**config.mk**
```make
export PLATFORM = sky130hd
export DESIGN_NAME = load_store_unit
export DESIGN_NICKNAME = d
export VERILOG_FILES = /design/src/rtl/load_store_unit.sv
export SDC_FILE = /design/constraint.sdc
export NUM_CORES = 1
export LEC_CHECK = 0
export BUFFER_PORTS_ARGS = -buffer_cell sky130_fd_sc_hd__buf_2
export CORE_MARGIN = 4
export CORE_UTILIZATION = 35
export CTS_BUF_LIST = sky130_fd_sc_hd__clkbuf_16
export DETAILED_ROUTE_END_ITERATION = 16
export GPL_ROUTABILITY_DRIVEN = 0
export MAX_ROUTING_LAYER = met4
export SLEW_MARGIN = 10
export SYNTH_ARGS = -nofsm -noshare
export SYNTH_HDL_FRONTEND = slang
export SYNTH_SLANG_ARGS = --single-unit
```
**constraint.sdc**
```tcl
create_clock -name clk -period 3.25 [get_ports clk]
set_input_delay 0.325 -clock clk [delete_from_list [all_inputs] [get_ports clk]]
set_output_delay 0.325 -clock clk [all_outputs]
set_load 0.02 [all_outputs]
```
**src/rtl/load_store_unit.sv**
```systemverilog
`default_nettype none
// ============================================================================
//  Module   : load_store_unit
//  Purpose  : Memory pipeline stage. Non-memory instructions pass straight
//             through with one cycle of latency; loads and stores issue a
//             single request/acknowledge transaction on the data-memory port
//             and stall upstream until it completes. Stores are lane-formatted
//             (strobes plus replicated data). Loads are lane-selected and then
//             sign- or zero-extended.
//  Options  : MISALIGN_TRAP_EN - when defined, a misaligned access issues no
//             memory request. Instead it produces a one-cycle misaligned_out
//             flag, with rd_value_out carrying the faulting address. When it
//             is undefined, misaligned_out stays 0 and the low address bits
//             are used only to select lanes.
//  Revision : 1.0 - initial release
// ============================================================================
module load_store_unit (
    input  logic        clk,
    input  logic        rst,
    input  logic        valid_in,
    input  logic [5:0]  instr_id_in,
    input  logic        rd_valid_in,
    input  logic [4:0]  rd_addr_in,
    input  logic [31:0] alu_result_in,
    input  logic [31:0] rs2_value_in,
    output logic        stall_out,
    output logic        rd_valid_out,
    output logic [4:0]  rd_addr_out,
    output logic [31:0] rd_value_out,
    output logic [5:0]  instr_id_out,
    output logic [31:0] mem_data_out,
    output logic        mem_req_out,
    output logic        mem_we_out,
    output logic [31:0] mem_addr_out,
    output logic [31:0] mem_wdata_out,
    output logic [3:0]  mem_wstrb_out,
    input  logic        mem_ack_in,
    input  logic [31:0] mem_rdata_in,
    output logic        misaligned_out
);

    // Decoded instruction IDs for memory operations
    localparam logic [5:0] c_INSTR_LB  = 6'd10;
    localparam logic [5:0] c_INSTR_LH  = 6'd11;
    localparam logic [5:0] c_INSTR_LW  = 6'd12;
    localparam logic [5:0] c_INSTR_LBU = 6'd13;
    localparam logic [5:0] c_INSTR_LHU = 6'd14;
    localparam logic [5:0] c_INSTR_SB  = 6'd15;
    localparam logic [5:0] c_INSTR_SH  = 6'd16;
    localparam logic [5:0] c_INSTR_SW  = 6'd17;

    typedef enum logic [0:0] {
        IDLE = 1'b0,
        WAIT = 1'b1
    } state_t;

    state_t      r_state;

    // Request context held for the duration of a memory access
    logic [5:0]  r_id;
    logic        r_rd_valid;
    logic [4:0]  r_rd_addr;
    logic [31:0] r_eff_addr;
    logic        r_is_store;

    // Registered outputs
    logic        r_rd_valid_out;
    logic [4:0]  r_rd_addr_out;
    logic [31:0] r_rd_value_out;
    logic [5:0]  r_instr_id_out;
    logic [31:0] r_mem_data_out;
    logic        r_mem_we_out;
    logic [31:0] r_mem_addr_out;
    logic [31:0] r_mem_wdata_out;
    logic [3:0]  r_mem_wstrb_out;
    logic        r_misaligned_out;

    logic        w_is_load;
    logic        w_is_store;
    logic        w_is_mem;
    logic        w_trap;
    logic        w_mem_go;
    logic [3:0]  w_st_wstrb;
    logic [31:0] w_st_wdata;
    logic [7:0]  w_ld_byte;
    logic [15:0] w_ld_half;
    logic [31:0] w_ld_data;

    // Classify the incoming instruction as load, store or neither
    always_comb begin
        w_is_load  = 1'b0;
        w_is_store = 1'b0;
        case (instr_id_in)
            c_INSTR_LB, c_INSTR_LH, c_INSTR_LW,
            c_INSTR_LBU, c_INSTR_LHU: w_is_load  = 1'b1;
            c_INSTR_SB, c_INSTR_SH,
            c_INSTR_SW:               w_is_store = 1'b1;
            default: ;
        endcase
    end

    assign w_is_mem = w_is_load | w_is_store;

`ifdef MISALIGN_TRAP_EN
    logic w_misaligned;

    // Halfword accesses need bit 0 clear; word accesses need bits [1:0] clear
    always_comb begin
        w_misaligned = 1'b0;
        case (instr_id_in)
            c_INSTR_LH, c_INSTR_LHU, c_INSTR_SH: w_misaligned = alu_result_in[0];
            c_INSTR_LW, c_INSTR_SW:              w_misaligned = |alu_result_in[1:0];
            default: ;
        endcase
    end

    assign w_trap = (r_state == IDLE) && valid_in && w_is_mem && w_misaligned;
`else
    assign w_trap = 1'b0;
`endif

    // A memory access that will actually go out on the bus
    assign w_mem_go  = (r_state == IDLE) && valid_in && w_is_mem && !w_trap;

    // Hold upstream on acceptance of an access and until its acknowledge
    assign stall_out = w_mem_go || ((r_state == WAIT) && !mem_ack_in);

    // Store lane formatting: strobes from the low address bits, data replicated
    always_comb begin
        w_st_wstrb = 4'b0000;
        w_st_wdata = 32'h0000_0000;
        case (instr_id_in)
            c_INSTR_SB: begin
                w_st_wstrb = 4'b0001 << alu_result_in[1:0];
                w_st_wdata = {4{rs2_value_in[7:0]}};
            end
            c_INSTR_SH: begin
                w_st_wstrb = alu_result_in[1] ? 4'b1100 : 4'b0011;
                w_st_wdata = {2{rs2_value_in[15:0]}};
            end
            c_INSTR_SW: begin
                w_st_wstrb = 4'b1111;
                w_st_wdata = rs2_value_in;
            end
            default: ;
        endcase
    end

    // Load lane selection and extension using the latched address and ID
    always_comb begin
        case (r_eff_addr[1:0])
            2'd0:    w_ld_byte = mem_rdata_in[7:0];
            2'd1:    w_ld_byte = mem_rdata_in[15:8];
            2'd2:    w_ld_byte = mem_rdata_in[23:16];
            default: w_ld_byte = mem_rdata_in[31:24];
        endcase
        w_ld_half = r_eff_addr[1] ? mem_rdata_in[31:16] : mem_rdata_in[15:0];
        case (r_id)
            c_INSTR_LB:  w_ld_data = {{24{w_ld_byte[7]}}, w_ld_byte};
            c_INSTR_LBU: w_ld_data = {24'h00_0000, w_ld_byte};
            c_INSTR_LH:  w_ld_data = {{16{w_ld_half[15]}}, w_ld_half};
            c_INSTR_LHU: w_ld_data = {16'h0000, w_ld_half};
            c_INSTR_LW:  w_ld_data = mem_rdata_in;
            default:     w_ld_data = 32'h0000_0000;
        endcase
    end

    // Control FSM plus all registered outputs
    always_ff @(posedge clk) begin
        if (rst) begin
            r_state          <= IDLE;
            r_id             <= 6'd0;
            r_rd_valid       <= 1'b0;
            r_rd_addr        <= 5'd0;
            r_eff_addr       <= 32'h0000_0000;
            r_is_store       <= 1'b0;
            r_rd_valid_out   <= 1'b0;
            r_rd_addr_out    <= 5'd0;
            r_rd_value_out   <= 32'h0000_0000;
            r_instr_id_out   <= 6'd0;
            r_mem_data_out   <= 32'h0000_0000;
            r_mem_we_out     <= 1'b0;
            r_mem_addr_out   <= 32'h0000_0000;
            r_mem_wdata_out  <= 32'h0000_0000;
            r_mem_wstrb_out  <= 4'b0000;
            r_misaligned_out <= 1'b0;
        end else begin
            // Empty output slot unless something is accepted or completed
            r_rd_valid_out   <= 1'b0;
            r_misaligned_out <= 1'b0;
            case (r_state)
                IDLE: begin
                    if (valid_in) begin
                        if (w_trap) begin
                            r_rd_addr_out    <= rd_addr_in;
                            r_rd_value_out   <= alu_result_in;
                            r_instr_id_out   <= instr_id_in;
                            r_mem_data_out   <= 32'h0000_0000;
                            r_misaligned_out <= 1'b1;
                        end else if (w_is_mem) begin
                            r_id            <= instr_id_in;
                            r_rd_valid      <= rd_valid_in;
                            r_rd_addr       <= rd_addr_in;
                            r_eff_addr      <= alu_result_in;
                            r_is_store      <= w_is_store;
                            r_mem_we_out    <= w_is_store;
                            r_mem_addr_out  <= {alu_result_in[31:2], 2'b00};
                            r_mem_wdata_out <= w_st_wdata;
                            r_mem_wstrb_out <= w_st_wstrb;
                            r_state         <= WAIT;
                        end else begin
                            r_rd_valid_out <= rd_valid_in;
                            r_rd_addr_out  <= rd_addr_in;
                            r_rd_value_out <= alu_result_in;
                            r_instr_id_out <= instr_id_in;
                            r_mem_data_out <= 32'h0000_0000;
                        end
                    end
                end
                WAIT: begin
                    if (mem_ack_in) begin
                        r_rd_valid_out <= r_rd_valid && !r_is_store;
                        r_rd_addr_out  <= r_rd_addr;
                        r_rd_value_out <= r_eff_addr;
                        r_instr_id_out <= r_id;
                        r_mem_data_out <= w_ld_data;
                        r_state        <= IDLE;
                    end
                end
                default: r_state <= IDLE;
            endcase
        end
    end

    assign mem_req_out    = (r_state == WAIT);
    assign rd_valid_out   = r_rd_valid_out;
    assign rd_addr_out    = r_rd_addr_out;
    assign rd_value_out   = r_rd_value_out;
    assign instr_id_out   = r_instr_id_out;
    assign mem_data_out   = r_mem_data_out;
    assign mem_we_out     = r_mem_we_out;
    assign mem_addr_out   = r_mem_addr_out;
    assign mem_wdata_out  = r_mem_wdata_out;
    assign mem_wstrb_out  = r_mem_wstrb_out;
    assign misaligned_out = r_misaligned_out;

endmodule
`default_nettype wire

```
# --- Word-level counts from Yosys, hierarchy flattened ---
# Cells that the tools add are included.
word_totals:
  ff_bits: 188
  inputBits: 112
  output_inout_bits: 148
  word_cells: 79
classes:
  n_eq_ne: 18
  shift: 1
  n_mux: 32
  bitwise: 2
  n_reduce_logical: 12
ops:
  columns: ["operator", "count"]
  rows:
  - ["2-to-1 mux 32 bit", 6]
  - ["case mux 32 bit (5 select lines)", 1]
  - ["case mux 32 bit (2 select lines)", 2]
  - ["case mux 32 bit (3 select lines)", 1]
  - ["equality test 6 x 4 -> 1 bit, second input constant", 11]
  - ["case mux 8 bit (3 select lines)", 1]
  - ["2-to-1 mux 6 bit", 3]
  - ["2-to-1 mux 16 bit", 1]
  - ["2-to-1 mux 5 bit", 3]
  - ["equality test 6 x 5 -> 1 bit, second input constant", 2]
  - ["case mux 4 bit (3 select lines)", 1]
  - ["case mux 6 bit (2 select lines)", 1]
  - ["case mux 5 bit (2 select lines)", 1]
  - ["2-to-1 mux 1 bit", 8]
  - ["!= test 2 bit, second input constant", 3]
  - ["AND reduction 3 bit", 2]
  - ["OR reduction 5 bit", 1]
  - ["logical AND 1 bit", 4]
  - ["2-to-1 mux 4 bit", 1]
  - ["case mux 1 bit (2 select lines)", 2]
  - ["left shift 1 x 2 -> 4 bit, first input constant", 1]
  - ["OR reduction 3 bit", 1]
  - ["equality test 2 x 1 -> 1 bit, second input constant", 1]
  - ["equality test 2 bit, second input constant", 1]
  - ["other kinds (5)", 6]

# --- Depth between registers and ports, before layout ---
depth:
  ltp_word: 7
  depth_mapped: 8
  ltp_nobuf: 5

# --- Worst setup path after synthesis ---
# Ideal clock, no wire load.
synth_timing:
  kind: "register to register"
  from: "register r_state, in the netlist mem_req_out"
  to: "register r_mem_data_out[2], in the netlist mem_data_out[2]"
  setup_time_ps: 122
  arrival_ps: 1671
  t_required_ps: 3128
  setup_slack_ps: 1457
  path_stages_with_launch: 8
  path_buffers: 3
  period_less_slack_ps: 1793
  cell_sequence: "dfxtp_1 -> buf_4 -> nor2b_1 -> clkbuf_1 -> o21a_2 -> nor3b_4 -> buf_4 -> a221o_1"
synth_via:
  elab_chain_cells: 3
  word_cells_on_any_way: 6
  cone_classes: "eq/ne: 3; mux: 1; bitwise: 1; reduce/logical: 1"
synth_rtl:
  columns: ["element", "line_no", "source"]
  rows:
  - ["start: declaration", "57", "state_t r_state;"]
  - ["start signal: assignment", "171", "r_state <= IDLE;"]
  - ["start signal: assignment", "210", "r_state <= WAIT;"]
  - ["start signal: assignment", "227", "r_state <= IDLE;"]
  - ["NOT 1 bit (no source line)", null, null]
  - ["!= test 2 bit (no source line)", null, null]
  - ["AND reduction 3 bit (no source line)", null, null]
  - ["end signal: assignment", "226", "r_mem_data_out <= w_ld_data;"]
  - ["end: declaration", "71", "logic [31:0] r_mem_data_out;"]
# Several ways; a longest one is shown, not always the timed one.
# A chain may end at the register's enable or synchronous reset.

# --- Worst setup path after layout ---
layout_timing:
  from: "register r_state, in the netlist mem_req_out"
  to: "output stall_out"
layout_via:
  elab_chain_cells: 4
  word_cells_on_any_way: 5
  cone_classes: "bitwise: 1; reduce/logical: 4"
layout_rtl:
  columns: ["element", "line_no", "source"]
  rows:
  - ["NOT 1 bit (no source line)", null, null]
  - ["logical AND 1 bit (2 in a row)", "123", "assign w_mem_go = (r_state == IDLE) && valid_in && w_is_mem && !w_trap;"]
  - ["logical OR 1 bit (*)", "126", "assign stall_out = w_mem_go || ((r_state == WAIT) && !mem_ack_in);"]
  - ["end: declaration", "26", "output logic stall_out,"]
# Mark *: on every way between the ends. The rest lies on a longest branch, timed or not.

==> summary.md <==
| Metric | Value |
|---|---|
| Yosys reg bits | `158` |
| Area Overhead vs Synth | `24.9%` |
| Clock Power Share | `0.441` |
| Final setup viols | `0` |
| Dpl hpwl | `15,800 um` |
| Chip height | `152 um` |
| Unrepaired setup endpoints after global routing | `no` |
| Number of global-route vias before repair | `6,247` |
| Cells after Synth | `759` |
| Detailed-route via count | `6,492` |
| Synth Cell Area | `7240 um2` |
| Cts repair resizes | `0` |
| Worst Path Required | `2920 ps` |
| Clock slew at reported path FFs | `60 ps` |
| Root buffer cell | `clkbuf_16` |
| PortBufs | `256` |
| First-pass GRT wire length | `35,300 um` |
| Pin count of the biggest net entering global routing | `84` |
| Pre-Repair DR Iteration Count | `5` |
| Min Hold Slack | `133 ps` |
| Max VDD drop | `330 uV` |
| Setup_tns | `0 ps` |
| Clk_lat worst skew | `420 ps` |
| Routed WL | `22,600 um` |
| Worst setup EP type | `output port` |
| Max Cap Viol | `0` |
| Iter 0 DRT Violations | `369` |
| WP data arrival | `2460 ps` |
| Period utilisation layout | `0.858` |
| EDFF count, synth | `0` |
| Initial Util | `0.357` |
| Main synth FF type | `dfxtp_1` |
| Leak pwr | `3.72 nW` |
| Slowest-stage cell, CP | `dfxtp_2` |
| DRC violations left | `0` |
| Area leader, netlist | `dfxtp_1` |
| Post-synth top area share | `0.437` |
| CTS tree | `done` |
| Layout cell share with drive strength beyond 1 | `0.338` |
| Gate power share | `0.110` |
| Final-report max-slew violation count | `0` |
| Clk buf depth | `2` |
| Cell family with most CP delay | `simple AND/OR/NAND/NOR gates` |
| Startpoint types | `flop` |
| Fmax | `0.359 GHz` |
| Die X | `152 um` |
| TritonCTS Sinks | `158` |
| Worst-Margin Slew | `1100 ps` |
| Num CTS Buffers | `17` |
| Site Rows | `52` |
| Internal power | `3.37 mW` |
| Vias per cell | `5.27` |
| Most common cell after layout, fill and taps aside | `buf_2` |
| Crit path time final | `2790 ps` |
| Setup CP Type | `flop to output port` |
| # Post-CTS Setup Buffers | `0` |
| Most frequent cells in the layout | `buf_2 (255), dfxtp_1 (157), nand2_1 (87)` |
| Syn Area/Cell | `9.54 um2` |
| Final #Nets | `1,060` |
| CP Max Fanout | `26` |
| Hold buffers post-CTS | `0` |
| Slew HR | `0.266` |
| Largest cells by area after synthesis | `dfxtp_1 (44%), mux2i_1 (7.2%), nand4b_1 (5.1%)` |
| Switching part of the total | `0.254` |
| Switch Pwr | `1.15 mW` |
| Pwr/cell area | `500 nW/um2` |
| Post-route ant nets | `0` |
| Yosys synthesis warning count | `0` |
| Routed WL per cell | `18.3 um` |
| Total gr overflow | `0` |
| Critical-path cell list | `nand2b_1 -> nor2_1 -> nand2b_2 -> o21ai_0 -> buf_2` |
| Crit path largest cell delay | `620 ps` |
| Async set-or-reset flop fraction in the synthesized netlist | `0` |
| Htree depth | `4` |
| Hold WC Path Type | `input pin to flop` |
| I/O Pins | `260` |
| Cell variety after synth | `46` |
| CP bufs+invs | `1` |
| GRT Util Overall | `0.193` |
| Outcome | `completed` |
| Final Hold Viols | `0` |
| Core area | `20,300 um2` |
| Post-synthesis sequential area ratio | `0.437` |
| Die Area | `23,100 um2` |
| Initial antenna violation count | `2` |
| Skew final | `7.63 ps` |
| Sequential share of power | `0.449` |
## per-layer routing
metal	global-route usage	share of wire
met1	0.260	0.46
met4	0.0420	0.013
met2	0.295	0.47
met5	-	0
met3	0.0492	0.053
## state kept, by name, indices dropped and copies added, names as in the netlist, 4 cells and up
register and flops:
mem_wstrb_out 4, r_id 6, instr_id_out 6, r_eff_addr 32
mem_wdata_out 32, rd_value_out 32, mem_data_out 32, r_rd_addr 5
rd_addr_out 5
## cell usage after synthesis (2+ instances only)
cell / n
buf_2: 24
o31ai_1: 42
clkbuf_1: 43
buf_1: 2
a22o_1: 15
buf_4: 38
nor3_1: 2
mux2_2: 2
nand2_1: 88
dfxtp_1: 158
nor2_1: 36
and3b_1: 2
a22oi_1: 24
inv_1: 3
o21ai_0: 3
a21oi_2: 3
nor2b_1: 16
nor3b_4: 2
mux2i_1: 52
o2bb2ai_1: 33
a221o_1: 16
nand4b_1: 42
nor3b_1: 11
a21oi_1: 61
mux4_2: 7
nand2b_1: 3
a221oi_1: 10
a211o_1: 3
## kinds of logic (layout without fill, tap and decap cells)
kind of cell | Yosys count | in the layout | share of synthesized area
buf+inv | 110 | 308 | 0.0809
flops | 158 | 158 | 0.437
compound gates | 217 | 217 | 0.220
mux | 61 | 61 | 0.0968
xor+xnor | 1 | 1 | 0.00121
other cells | 1 | 5 | 0.000518
simple gates | 211 | 211 | 0.164
## area by class of cell
class	count	area (um2)
fill	2063	11300
antenna	2	5.00
clock buffer	17	425
sequential	158	3160
timing repair buffer	275	1430
multi-input combinational	493	3520
clock inverter	13	151
tap	270	338
inverter	3	11.3
## per-stage QoR
step / cells / util / instance area (um2) / power, mW / setup WS [ps]
after global routing: 1231 / 0.446 / 9050 / 4.71 / 198
after floorplan: 761 / - / 7250 / 2.37 / 1460
after detailed placement: 1199 / 0.417 / 8460 / 2.57 / 763
after CTS: 1229 / 0.445 / 9040 / 4.57 / 438
after global placement: 1199 / 0.417 / 8460 / 2.57 / 849
final: 1231 / 0.446 / 9050 / 4.52 / 461
## power groups by stage
| stage | Combinational [mW] | Sequential [mW] | Clock (mW) |
|---|---|---|---|
| 4_1_cts | 0.500 | 2.03 | 2.04 |
| 5_1_grt | 0.538 | 2.04 | 2.13 |
| 2_1_floorplan | 0.248 | 2.12 | 0 |
| 6_report | 0.497 | 2.03 | 1.99 |
| 3_5_place_dp | 0.500 | 2.07 | 0 |
| 3_3_place_gp | 0.497 | 2.07 | 0 |
## worst paths after layout
path                           startpoint                              to  slack (ps)  depth (start not counted)
setup reg to reg   mem_req_out$_SDFF_PP0_    mem_data_out[9]$_SDFFE_PP0P_         840                          4
hold / removal           rs2_value_in[16]  mem_wdata_out[16]$_SDFFE_PP0P_         130                          2
hold reg to reg   r_rd_valid$_SDFFE_PP0P_         r_rd_valid$_SDFFE_PP0P_         450                          2
setup / recovery   mem_req_out$_SDFF_PP0_                       stall_out         460                          5
Power figures use the tool's default switching activity.
